File: src/rtl/mem_arbiter.sv
// mem_arbiter: shares one memory controller between an instruction-fetch
// read port (IF) and a data load/store port (D).
// A transaction runs IDLE -> BUSY -> DONE -> IDLE with a single owner chosen
// at grant. Reads stay in BUSY for READ_LATENCY cycles and writes for one.
// The owner's ack is pulsed in DONE.
// Optional feature macro: ARB_ROUND_ROBIN_EN. When it is defined, a tie is
// granted to whichever requester did not own the previous grant. When it is
// not defined, a tie is granted to the data port.
module mem_arbiter #(
    parameter int READ_LATENCY = 2
) (
    input  logic        clock,
    input  logic        reset_n,
    input  logic        if_req,
    input  logic [31:0] if_address,
    output logic        if_ack,
    output logic [31:0] if_rdata,
    input  logic        d_req,
    input  logic        d_write,
    input  logic [31:0] d_address,
    input  logic [31:0] d_wdata,
    input  logic [2:0]  d_op_length,
    output logic        d_ack,
    output logic [31:0] d_rdata,
    output logic [31:0] mem_address,
    output logic [31:0] mem_input_data,
    output logic        mem_write,
    output logic [2:0]  mem_op_length,
    input  logic [31:0] mem_output_data
);

    typedef enum logic [1:0] {
        ST_IDLE = 2'd0,
        ST_BUSY = 2'd1,
        ST_DONE = 2'd2
    } state_t;

    // The counter starts at zero on grant, so the last BUSY cycle of a read
    // is the one where the counter equals READ_LATENCY-1.
    localparam logic [3:0] LP_LAST_COUNT   = 4'(READ_LATENCY - 1);
    localparam logic [2:0] LP_IF_OP_LENGTH = 3'b010;

    state_t      r_state;
    logic        r_owner_d;        // 1: data port owns the transaction, 0: fetch port
    logic        r_is_write;
    logic [3:0]  r_count;
    logic [31:0] r_mem_address;
    logic [31:0] r_mem_input_data;
    logic        r_mem_write;
    logic [2:0]  r_mem_op_length;
    logic        r_if_ack;
    logic        r_d_ack;
    logic [31:0] r_if_rdata;
    logic [31:0] r_d_rdata;
`ifdef ARB_ROUND_ROBIN_EN
    logic        r_last_owner_d;   // owner of the most recent grant
`endif

    logic        w_any_req;
    logic        w_grant_d;

    assign w_any_req = if_req | d_req;

    // Select the winner for a grant taken in IDLE.
    always_comb begin
        w_grant_d = 1'b0;
        if (d_req && !if_req) begin
            w_grant_d = 1'b1;
        end else if (d_req && if_req) begin
`ifdef ARB_ROUND_ROBIN_EN
            w_grant_d = ~r_last_owner_d;
`else
            w_grant_d = 1'b1;
`endif
        end else begin
            w_grant_d = 1'b0;
        end
    end

    // Transaction FSM with all outputs registered.
    always_ff @(posedge clock or negedge reset_n) begin
        if (!reset_n) begin
            r_state          <= ST_IDLE;
            r_owner_d        <= 1'b0;
            r_is_write       <= 1'b0;
            r_count          <= 4'd0;
            r_mem_address    <= 32'h0000_0000;
            r_mem_input_data <= 32'h0000_0000;
            r_mem_write      <= 1'b0;
            r_mem_op_length  <= 3'b000;
            r_if_ack         <= 1'b0;
            r_d_ack          <= 1'b0;
            r_if_rdata       <= 32'h0000_0000;
            r_d_rdata        <= 32'h0000_0000;
`ifdef ARB_ROUND_ROBIN_EN
            r_last_owner_d   <= 1'b1;
`endif
        end else begin
            case (r_state)
                ST_IDLE: begin
                    r_if_ack    <= 1'b0;
                    r_d_ack     <= 1'b0;
                    r_mem_write <= 1'b0;
                    if (w_any_req) begin
                        r_state   <= ST_BUSY;
                        r_count   <= 4'd0;
                        r_owner_d <= w_grant_d;
`ifdef ARB_ROUND_ROBIN_EN
                        r_last_owner_d <= w_grant_d;
`endif
                        if (w_grant_d) begin
                            r_mem_address    <= d_address;
                            r_mem_input_data <= d_wdata;
                            r_mem_op_length  <= d_op_length;
                            r_is_write       <= d_write;
                            r_mem_write      <= d_write;
                        end else begin
                            // Fetches are always word reads; write data is
                            // left holding its previous value.
                            r_mem_address    <= if_address;
                            r_mem_op_length  <= LP_IF_OP_LENGTH;
                            r_is_write       <= 1'b0;
                            r_mem_write      <= 1'b0;
                        end
                    end else begin
                        r_state <= ST_IDLE;
                    end
                end
                ST_BUSY: begin
                    if (r_is_write || (r_count == LP_LAST_COUNT)) begin
                        r_state     <= ST_DONE;
                        r_mem_write <= 1'b0;
                        if (r_owner_d) begin
                            r_d_ack <= 1'b1;
                        end else begin
                            r_if_ack <= 1'b1;
                        end
                        if (!r_is_write) begin
                            if (r_owner_d) begin
                                r_d_rdata <= mem_output_data;
                            end else begin
                                r_if_rdata <= mem_output_data;
                            end
                        end
                    end else begin
                        r_count <= r_count + 4'd1;
                    end
                end
                ST_DONE: begin
                    r_state     <= ST_IDLE;
                    r_if_ack    <= 1'b0;
                    r_d_ack     <= 1'b0;
                    r_mem_write <= 1'b0;
                end
                default: begin
                    r_state     <= ST_IDLE;
                    r_if_ack    <= 1'b0;
                    r_d_ack     <= 1'b0;
                    r_mem_write <= 1'b0;
                end
            endcase
        end
    end

    assign if_ack         = r_if_ack;
    assign d_ack          = r_d_ack;
    assign if_rdata       = r_if_rdata;
    assign d_rdata        = r_d_rdata;
    assign mem_address    = r_mem_address;
    assign mem_input_data = r_mem_input_data;
    assign mem_write      = r_mem_write;
    assign mem_op_length  = r_mem_op_length;

endmodule

File: config.mk
export PLATFORM = sky130hd
export DESIGN_NAME = mem_arbiter
export DESIGN_NICKNAME = d
export VERILOG_FILES = /design/src/rtl/mem_arbiter.sv
export SDC_FILE = /design/constraint.sdc
export NUM_CORES = 1
export LEC_CHECK = 0
export BUFFER_PORTS_ARGS = -buffer_cell sky130_fd_sc_hd__buf_2
export CAP_MARGIN = 10
export CORE_ASPECT_RATIO = 0.75
export CORE_UTILIZATION = 42
export CTS_CLUSTER_SIZE = 40
export DETAILED_ROUTE_END_ITERATION = 10
export PLACE_DENSITY = 0.77
export SETUP_SLACK_MARGIN = 0.02
export SLEW_MARGIN = 10
export SYNTH_ARGS = -nofsm -noshare
export SYNTH_HDL_FRONTEND = slang
export SYNTH_SLANG_ARGS = --single-unit
File: constraint.sdc
create_clock -name clock -period 1.9 [get_ports clock]
set_clock_uncertainty 0.15 [all_clocks]
set_input_delay 0.57 -clock clock [delete_from_list [all_inputs] [get_ports clock]]
set_output_delay 0.57 -clock clock [all_outputs]
set_load 0.01 [all_outputs]
**Yosys cells after proc, flatten, opt, wreduce, memory -nomap -nowiden**

Index checks and enable logic that the tools add are counted.

- Word-level logic and storage cells: 56
- Output and inout bits: 134
- Input bits: 136
- Register bits after elaboration: 142

- Add/subtract/negate cells: 1
- Reduce and logical (&&, ||, !) cells: 13
- Muxes and demuxes: 20
- Bitwise gates (word level): 3
- Equal/unequal tests: 7

Operator list:

| operator | count |
|---|---|
| two-way mux 32 bit | 1 |
| two-way mux 1 bit | 12 |
| inequality test 2 bit, second input constant | 5 |
| two-way mux 4 bit | 2 |
| case mux 4 bit (2 select lines) | 1 |
| AND reduction 4 bit | 2 |
| AND reduction 2 bit | 3 |
| AND reduction 3 bit | 2 |
| adder 4 x 1 -> 4 bit, second input constant | 1 |
| equality test 4 x 1 -> 1 bit, second input constant | 1 |
| case mux 2 bit (2 select lines) | 1 |
| two-way mux 3 bit | 1 |
| equality test 2 x 1 -> 1 bit, second input constant | 1 |
| logical AND 1 bit | 2 |
| logical NOT 2 bit | 1 |
| two-way mux 2 bit | 1 |
| inverter 1 bit | 2 |
| case mux 1 bit (2 select lines) | 1 |
| nonzero test 2 bit | 1 |
| logical NOT 1 bit | 1 |
| logical OR 1 bit | 1 |
| OR 1 bit | 1 |

**Depth between registers and ports, before layout**

Gate-level depths: netlist of the first run.

- Depth after elaboration: 6
- Gate-level depth with buffers: 6
- Depth with buffers taken out: 5

**Least setup slack after synthesis of the first run**

No wires, ideal clock.

- Kind: register to register
- Start point: reg r_count[1]
- End point: reg r_if_rdata[10], in the netlist if_rdata[10]
- Slack: -0.184 ns
- Buffers on the path: 1
- Required time: 1.625 ns
- Arrival: 1.809 ns
- Period minus slack after synthesis: 2.084 ns
- Stages on the path, launching flop included: 7
- Library setup time: 0.125 ns
- Cells stage by stage: dfrtp_1 inv_1 ha_1 nor3b_2 nor3b_4 buf_6 mux2_2

- Cells in the longest elaborated chain, start to end: 3

Ends and longest elaborated chain:

| element | RTL line | text |
|---|---|---|
| from (decl) | 46 | `logic [3:0] r_count;` |
| from (signal assigned) | 146 | `r_count <= r_count + 4'd1;` |
| equality test 4 x 1 -> 1 bit | 130 | `if (r_is_write \|\| (r_count == LP_LAST_COUNT)) begin` |
| logical OR 1 bit | 130 |  |
| AND reduction 4 bit (no source line) | -- |  |
| to (signal assigned) | 142 | `r_if_rdata <= mem_output_data;` |
| to (decl) | 53 | `logic [31:0] r_if_rdata;` |

Every way passes these cells.
A chain may end at the register's enable or synchronous reset.

**Worst setup path in the final report of the first run**

- Start point: reg r_count[1]
- End point: reg r_if_rdata[13], in the netlist if_rdata[13]

Same word-level chain as after synthesis.

==> metrics, run 1 <==
element type at the critical path start=flip-flop; Area after DPL=about 7400 um2; sequential fraction of the synthesis area=62.3%; Fmax=between 0.5 and 0.6 GHz; top post-synthesis cells by area=dfrtp_1 (62%), mux2_2 (19%), mux2i_1 (5.8%); number of enable flip-flop cells after synthesis=0; top_reg_cell synth=dfrtp_1; number of global-route vias before repair=around 4,300; Die Height=103 um; Setup WS post-layout=-0.0227 ns; clk_lat worst skew=0.41 ns; Final Setup Violations=27; Post-Syn Nets=between 500 and 600; Final HPWL DP=just over 10,000 um; Rows=36; Synth async-reset ratio=100%; PwrDens=~1700 nW/um2; post-synth top area share=approximately 62%; DRT Pass-1 Iters=6; DRT iter0 DRCs=~100; worst r2r path cells=7; worst-path fanout max=8; Die X-Extent=~140 um; DIE AREA=~14,000 um2; GRT Total Usage=between 20% and 30%; final slew viol count=0; Routed Antenna Nets=0; RSZ-0062 raised after global routing=yes; MaxCap Viol Count=0; crit path from=r_count[1]; area leader, netlist=dfrtp_1; initial antenna violation count=0; # diodes=0; Synth Register Bits=between 100 and 150; Worst Setup Path Type=reg2reg; GRT overflow=0; Inserted Clock Buffers=17; clock sink count=142; I/O Buffers=269; Peak VDD IR=just over 0.0008 V; outcome=complete, but fails checks; clock slew seen by the registers of the worst setup and hold paths=around 0.06 ns; largest net degree at the start of global routing=50; r2r setup slk=-0.02 ns; vias per cell=slightly below 5; Placeable Area=between 10,000 and 15,000 um2; share of layout cells above drive strength 1=61.0%; CTS tree=done; Final Cell Area=about 8200 um2; Post-Syn Area per Cell=about 14 um2; Hold Path Class=in2reg; Reg-to-Reg End=if_rdata[13]; Fin. Hold Viols=0; minimum clock period=slightly below 2 ns; Initial Util=43.5%; Via Count=about 4,400; Post-Syn Area=between 5000 and 6000 um2; final worst-path cycle share=101%; CTS max path bufs=2; first-pass GRT wire length=21,800 um; root cell of the clock tree=clkbuf_16; Hold Worst Slack=about 0.23 ns; # DRC=0; wire per inst=16.3 um; Max H-tree Level=4; I/O Pins=270; Syn. warnings=0; final WL=14,300 um; Required @ worst endpoint=about 2 ns; Syn Inst Count=about 400; Place WS=-0.0359 ns; worst slew pin tran=between 0.3 and 0.4 ns; NumNets Final=831; CP endpoint kind=flip-flop; Pleak=between 0.004 and 0.005 uW; placer congestion estimate=0.759; count of cell types in the netlist=33; Layout Area Growth over Synthesis=43.3%; Hold Startpoint=d_op_length[2]; Max-Slew Margin vs Limit=between 70% and 80%; Hold Path Sink=mem_op_length[2]; r2r startpoint=r_count[1]; failing checks=negative setup slack; PnR Total Power=14,100 uW; Worst Path Arrival=slightly above 2 ns; hold path depth=2
-- final cells by class --
type	count	area, um2
Clock buffer	19	443
Timing Repair Buffer	297	1730
Inverter	5	18.8
Clock inverter	13	139
Sequential cell	142	3550
Multi-Input combinational cell	230	2070
Tap cell	171	214
Fill cell	989	4930
-- cell usage in the layout, fill, tap and decap left out, types with 3 or more instances in the layout --
| cell | instances |
|---|---|
| buf_2 | 268 |
| dfrtp_1 | 142 |
| mux2_2 | 83 |
| o21ai_0 | 66 |
| mux2i_1 | 33 |
| clkbuf_16 | 17 |
| buf_4 | 14 |
| mux2_4 | 13 |
| buf_12 | 8 |
| inv_1 | 5 |
| nor2_1 | 4 |
| a22o_1 | 4 |
| clkinv_2 | 4 |
| clkinv_4 | 3 |
| buf_16 | 3 |
| buf_6 | 3 |
-- state kept, by name (all words and copies together), names as in the netlist, 2 cells and up --
signal	flops
r_state	2
if_rdata	32
d_rdata	32
mem_op_length	3
mem_address	32
r_count	4
mem_input_data	32
-- power by group --
group          switching, uW  leakage (uW)  internal, uW
Clock                   1280      0.000283          1970
Sequential               797       0.00169          4550
Combinational           2690       0.00208          2840
Total                   4760       0.00406          9360
-- worst max-delay path, stage by stage (launching register included) --
cell     delay [ns]
dfrtp_1        0.38
inv_1          0.06
ha_1           0.13
nor3b_4        0.21
nor3b_4        0.26
buf_6          0.17
buf_16         0.14
mux2_2         0.33
-- repair_timing --
item / 4_1_cts / 5_1_grt
hold buffers: 1 / 0
pin swaps: 1 / 0
endpoints found under the hold margin: 31 / 0
setup buffers: 3 / 0
gates cloned: 3 / 0
gates resized for setup: 19 / 1
endpoints found under the setup margin: 32 / 36
-- Yosys cell counts (all sizes together), types with 2 or more instances --
cell type,number
inv,5
clkbuf,12
a21oi,2
mux2,96
o21ai,67
ha,2
a22o,4
nor2,5
nand2b,2
nor3b,4
buf,13
dfrtp,142
mux2i,33
-- per-layer routing --
metal	wire length, um	track usage [%]	vias up
met5	0	0	-
met4	244	8.38	0
met3	935	4.92	18
met2	7110	35.1	177
met1	5990	25.6	2120
li1	-	-	2036
-- worst max-delay path by stage --
stage | to | slack, ns | cells after the start
after floorplan | if_rdata[10] | -0.12 | 6
after global placement | if_rdata[25] | 0.006 | 4
after detailed placement | if_rdata[26] | -0.04 | 4
after CTS | if_rdata[26] | -0.02 | 7
after global routing | if_rdata[10] | -0.12 | 7
final | if_rdata[13] | -0.02 | 7
-- stage by stage --
| stage | util (%) | cells | TNS, ns |
|---|---|---|---|
| floorplan | - | 402 | -3.45 |
| global placement | 56.6 | 838 | 0 |
| detailed placement | 56.6 | 838 | -0.534 |
| CTS | 62.3 | 877 | -0.324 |
| global route | 62.4 | 877 | -3.19 |
| finish | 62.4 | 877 | -0.409 |
-- logic make-up after synthesis --
| logic type | count (synthesis) | synth area share (%) |
|---|---|---|
| multiplexers | 129 | 24.7 |
| buffers and inverters | 30 | 2.54 |
| flip-flops | 142 | 62.3 |
| AND/OR/NAND/NOR | 17 | 2.04 |
| AO/OA/AOI/OAI | 82 | 7.92 |
| adder cells (fa/ha/maj) | 2 | 0.439 |
(Power assumes the default switching activity.)
==> inputs of run 2 (changes only) <==
--- a/config.mk
+++ b/config.mk
@@ -7,7 +7,7 @@
 export LEC_CHECK = 0
 export BUFFER_PORTS_ARGS = -buffer_cell sky130_fd_sc_hd__buf_2
 export CAP_MARGIN = 10
-export CORE_ASPECT_RATIO = 0.75
+export CORE_ASPECT_RATIO = 1.4
 export CORE_UTILIZATION = 42
 export CTS_CLUSTER_SIZE = 40
 export DETAILED_ROUTE_END_ITERATION = 10
==> run 2 against run 1 <==
  * The flow still finishes with violations (negative setup slack)
  * Non-clock buffer count fell by 2
  * First-iteration DRC count rose by 25%
  * Combinational power rose by 3%
  * Flip-flop and latch count did not move
  * Worst hold slack improved by 0.0080 ns
  * Global-route usage fell by 0.43 points
  * Critical path depth did not move
  * Utilization fell by 0.33 points
  * Final cell count rose by 1.1%
  * Sequential power barely moved
  * Die area barely moved
  * Via count rose by 1.7%
==> metrics, run 2 (synthesis results as in run 1) <==
Area after DPL=7450 um2; DRT iter0 DRCs=128; hold path depth=2; NumNets Final=between 800 and 900; Required @ worst endpoint=a little over 2 ns; Fin. Hold Viols=0; placer congestion estimate=a little under 0.9; commonest non-fill, non-tap cells in the layout=buf_2 (268), dfrtp_1 (142), mux2_2 (68); DRT Pass-1 Iters=4; Setup WS post-layout=-0.0362 ns; M1 GR Usage=between 20 and 25%; I/O Buffers=between 200 and 300; Worst Setup Path Type=reg2reg; largest net degree at the start of global routing=40; PwrDens=about 1700 nW/um2; Layout Area Growth over Synthesis=44.9%; I/O Pins=270; Final Setup Violations=33; Initial Util=a little over two fifths; RSZ-0062 raised after global routing=yes; Post-Layout Cell Count=between 800 and 900; root cell of the clock tree=clkbuf_16; GRT Total Usage=approximately a fifth; Inst Count DP=~850; Inserted Clock Buffers=17; final WL=around 14,000 um; Max-Slew Margin vs Limit=between 70% and 80%; crit path max-delay cell type=dfrtp_1; Die Height=~140 um; minimum clock period=between 1.5 and 2 ns; Final HPWL DP=10,300 um; share of layout cells above drive strength 1=just over 60%; most common cell after layout, fill and taps aside=buf_2; GRT overflow=0; wire per inst=around 16 um; fillers=1,091; Most Crowded Layer GR=met2; CP endpoint kind=flip-flop; Util after Layout=between 60 and 70%; # DRC=0; outcome=complete, but fails checks; Fmax=between 0.5 and 0.6 GHz; PnR Total Power=roughly 14,000 uW; CTS max path bufs=2; vias per cell=around 5.0; Via Count=4,424; clk_lat worst skew=0.40 ns; first-pass GRT wire length=~22,000 um; Placeable Area=roughly 13,000 um2; clock slew seen by the registers of the worst setup and hold paths=roughly 0.06 ns; clock sink count=about 140; element type at the critical path start=flip-flop; CP cell instances=inv_2 -> ha_4 -> nor3b_4 -> nor3b_4 -> buf_6 -> buf_8 -> mux2_2; Final Cell Area=between 8000 and 9000 um2; worst slew pin tran=0.366 ns; Routed Antenna Nets=0; worst-path fanout max=6; CTS tree=done; MaxCap Viol Count=0; Die X-Extent=about 100 um; Worst Path Arrival=2.07 ns; Peak VDD IR=around 0.0007 V; initial antenna violation count=1; Hold Path Class=in2reg; failing checks=negative setup slack; critical path's most frequent cell=nor3b_4; Pleak=0.00411 uW; worst r2r path cells=7; number of global-route vias before repair=between 4,000 and 5,000; final worst-path cycle share=102%; met3 GRT Util=under 10%; Max H-tree Level=4; critical path's largest stage delay=between 0.3 and 0.4 ns; final slew viol count=0; DIE AREA=roughly 14,000 um2; TNS Setup=-0.616 ns; Rows=50; M2 GR Usage=approximately 37%
[run 2: changes by cell type in the layout (fill, tap and decap cells not counted), moves of 3 or more]
cell      delta
buf_4        -4
mux2_2      -15
mux2_4      +15
buf_16       -3
clkinv_2     -3
inv_6        +3
[run 2: path summary, 6_finish.rpt]
kind / startpoint / to / slack (ns)
min in group asynchronous: reset_n / if_rdata[20] / 0.49
worst max register to register: r_count[1] / if_rdata[2] / -0.04
worst min-delay path: d_op_length[0] / mem_op_length[0] / 0.24
worst min register to register: if_rdata[2] / if_rdata[2] / 0.35
max in group asynchronous: reset_n / mem_input_data[18] / 0.58
worst max-delay path: r_count[1] / if_rdata[2] / -0.04
[run 2: layer usage]
layer / vias up / share of wire, %
li1: 2028 / -
met2: 196 / 56
met3: 26 / 5.7
met4: 0 / 2.4
met1: 2174 / 36
met5: - / 0
[run 2: final cells by class]
type / count / area, um2 / area share (%)
Timing Repair Buffer: 295 / 1730 / 20.9
Clock buffer: 19 / 443 / 5.36
Sequential cell: 142 / 3550 / 43.0
Inverter: 5 / 18.8 / 0.227
Multi-Input combinational cell: 230 / 2140 / 25.9
Clock inverter: 13 / 153 / 1.85
Tap cell: 182 / 228 / 2.76
Antenna cell: 1 / 2.50 / 0.0303
[run 2: power breakdown]
group	total, uW	switching [uW]	internal, uW
registers	5350	801	4550
logic	5670	2700	2970
clock network	3290	1290	2000
total	14300	4790	9530
[run 2: worst max-delay path: cells and delay by family, from the launching register on]
family	cells	cell delay, ns
buffers and inverters	3	0.39
muxes	1	0.33
DFF	1	0.39
and+or+nand+nor	2	0.41
adders and majority gates	1	0.13
[run 2: stage by stage]
| step | setup slack, ns | hold WS (ns) |
|---|---|---|
| 3_5_place_dp | -0.0509 | 0.330 |
| 5_1_grt | -0.110 | 0.228 |
| 6_report | -0.0362 | 0.238 |
| 2_1_floorplan | -0.115 | 0.124 |
| 3_3_place_gp | 0.0130 | 0.329 |
| 4_1_cts | -0.0598 | 0.220 |
[run 2: timing repair]
item                                   CTS  global route
setup buffers                            0             1
hold buffers                             1             0
resized for setup                        0            36
cloned                                   0             3
endpoints found under the hold margin   34             0
setup endpoints to repair               64            64
==> inputs of run 3 (changes only) <==
--- a/config.mk
+++ b/config.mk
@@ -11,6 +11,7 @@
 export CORE_UTILIZATION = 42
 export CTS_CLUSTER_SIZE = 40
 export DETAILED_ROUTE_END_ITERATION = 10
+export GPL_TIMING_DRIVEN = 0
 export PLACE_DENSITY = 0.77
 export SETUP_SLACK_MARGIN = 0.02
 export SLEW_MARGIN = 10
==> run 3 against run 2 <==
  * The run still ends with negative setup slack left
  * Global-route usage is 0.65 points higher
  * Power is 1.5% higher
  * Routed wire length is 1.4% higher
  * Critical endpoint is now if_rdata[11]
  * Largest cell class unchanged
==> metrics, run 3 (synthesis results as in run 1) <==
share of layout cells above drive strength 1=60.5%; crit path from=r_count[1]; hold path depth=2; clock slew seen by the registers of the worst setup and hold paths=approximately 0.070 ns; Final HPWL DP=between 10,000 and 15,000 um; final worst-path cycle share=104%; I/O Pins=270; Hold Path Sink=mem_input_data[26]; worst slew pin tran=between 0.6 and 0.7 ns; largest net degree at the start of global routing=97; Placeable Area=13,300 um2; final WL=between 10,000 and 15,000 um; r2r setup slk=-0.08 ns; r2r startpoint=r_count[1]; RSZ-0062 raised after global routing=yes; DRT iter0 DRCs=around 130; commonest non-fill, non-tap cells in the layout=buf_2 (268), dfrtp_1 (142), mux2_2 (66); Inst Count DP=between 800 and 900; final slew viol count=0; Final Setup Violations=42; DRT Pass-1 Iters=4; Inserted Clock Buffers=17; first-pass GRT wire length=22,900 um; GRT Total Usage=20.9%; Initial Util=42.8%; I/O Buffers=268; Max-Slew Margin vs Limit=54.2%; Peak VDD IR=0.000694 V; Via Count=4,458; PwrDens=1750 nW/um2; Top delay family on crit path=simple AND/OR/NAND/NOR gates; number of global-route vias before repair=4,718; placer congestion estimate=just under 0.8; Post-Layout Cell Count=about 900; CTS tree=done; Max H-tree Level=4; GRT overflow=0; Fmax=between 0.5 and 0.6 GHz; CP cell instances=inv_2 -> ha_4 -> nor3b_4 -> nor3b_4 -> buf_12 -> clkbuf_16 -> mux2_4; minimum clock period=1.98 ns; vias per cell=4.96; failing checks=negative setup slack; most common cell after layout, fill and taps aside=buf_2; outcome=complete, but fails checks; DIE AREA=between 10,000 and 15,000 um2; critical path's largest stage delay=roughly 0.39 ns; wire per inst=between 15 and 20 um; root cell of the clock tree=clkbuf_16; Hold Startpoint=d_wdata[26]; Util after Layout=62.4%; Worst Path Arrival=about 2.1 ns; clock sink count=142; worst r2r path cells=7; Layout Area Growth over Synthesis=45.8%; Routed Antenna Nets=0; Required @ worst endpoint=roughly 2.0 ns; clk_lat worst skew=approximately 0.41 ns; Buf+Inv Stages, Crit Path=3; NumNets Final=842; Rows=50; Die Height=about 140 um; critical path's most frequent cell=nor3b_4; initial antenna violation count=0; element type at the critical path start=flip-flop; Pleak=0.00413 uW; crit path max-delay cell type=dfrtp_1; # diodes=0; CP endpoint kind=flip-flop; MaxCap Viol Count=0; Die X-Extent=between 100 and 150 um; worst-path fanout max=7; Setup WS post-layout=-0.0764 ns; # DRC=0; Fin. Hold Viols=0; Reg-to-Reg End=if_rdata[11]; Worst Setup Path Type=reg2reg; CTS max path bufs=2; Hold Path Class=in2reg
run 3: cell count changes in the layout (fill, tap and decap cells not counted), sizes merged:
cell      previous run  this run
inv                 11        10
clkinvlp             2         3
buf                292       294
clkbuf              21        31
diode                1         0
bufinv               2         3
run 3: cell type report:
type                            count  area, um2
Buffer                             23        183
Multi-Input combinational cell    230       2150
Sequential cell                   142       3550
Tap cell                          182        228
Timing Repair Buffer              285       1570
Clock inverter                     14        184
Inverter                            5       18.8
Fill cell                        1078       5010
Clock buffer                       18        429
run 3: through the flow:
step | total power, uW | setup TNS, ns | hold slack [ns] | instance area (um2) | setup slack (ns)
6_report | 14500 | -1.57 | 0.236 | 8320 | -0.0764
3_3_place_gp | 10300 | -269.99 | 0.331 | 7280 | -1.71
5_1_grt | 15400 | -7.33 | 0.217 | 8320 | -0.166
2_1_floorplan | 8220 | -3.45 | 0.124 | 5720 | -0.115
3_5_place_dp | 10600 | -33.06 | 0.326 | 7320 | -0.422
4_1_cts | 14400 | -2.99 | 0.219 | 8160 | -0.117
run 3: worst max path at each step:
stage	end	slack [ns]	depth (start not counted)
finish	if_rdata[11]	-0.08	7
global route	if_rdata[11]	-0.17	7
CTS	if_rdata[16]	-0.12	6
detailed placement	if_rdata[26]	-0.42	6
global placement	mem_input_data[6]	-1.71	1
floorplan	if_rdata[10]	-0.12	6
run 3: what timing repair did:
item                       in CTS  in global routing
pin swaps                       1                  2
setup endpoints to repair      78                107
resized for setup              30                 31
gates cloned                    1                  2
setup buffers                  10                  2
hold endpoints to repair       46                  0
hold buffers                    1                  0
run 3: routing by layer:
metal  GRT usage [%]  vias up  routed length (um)
met5               0        -                   0
met4            9.31        0                 360
met3            4.82       27                 740
met2            37.2      178                7950
met1            23.4     2197                5440
li1                -     2056                   -
run 3: where the power goes:
part	leakage [uW]	internal, uW	switching, uW
Sequential	0.00169	4550	820
Clock	0.000291	2100	1330
Combinational	0.00214	2990	2750
Total	0.00413	9640	4900
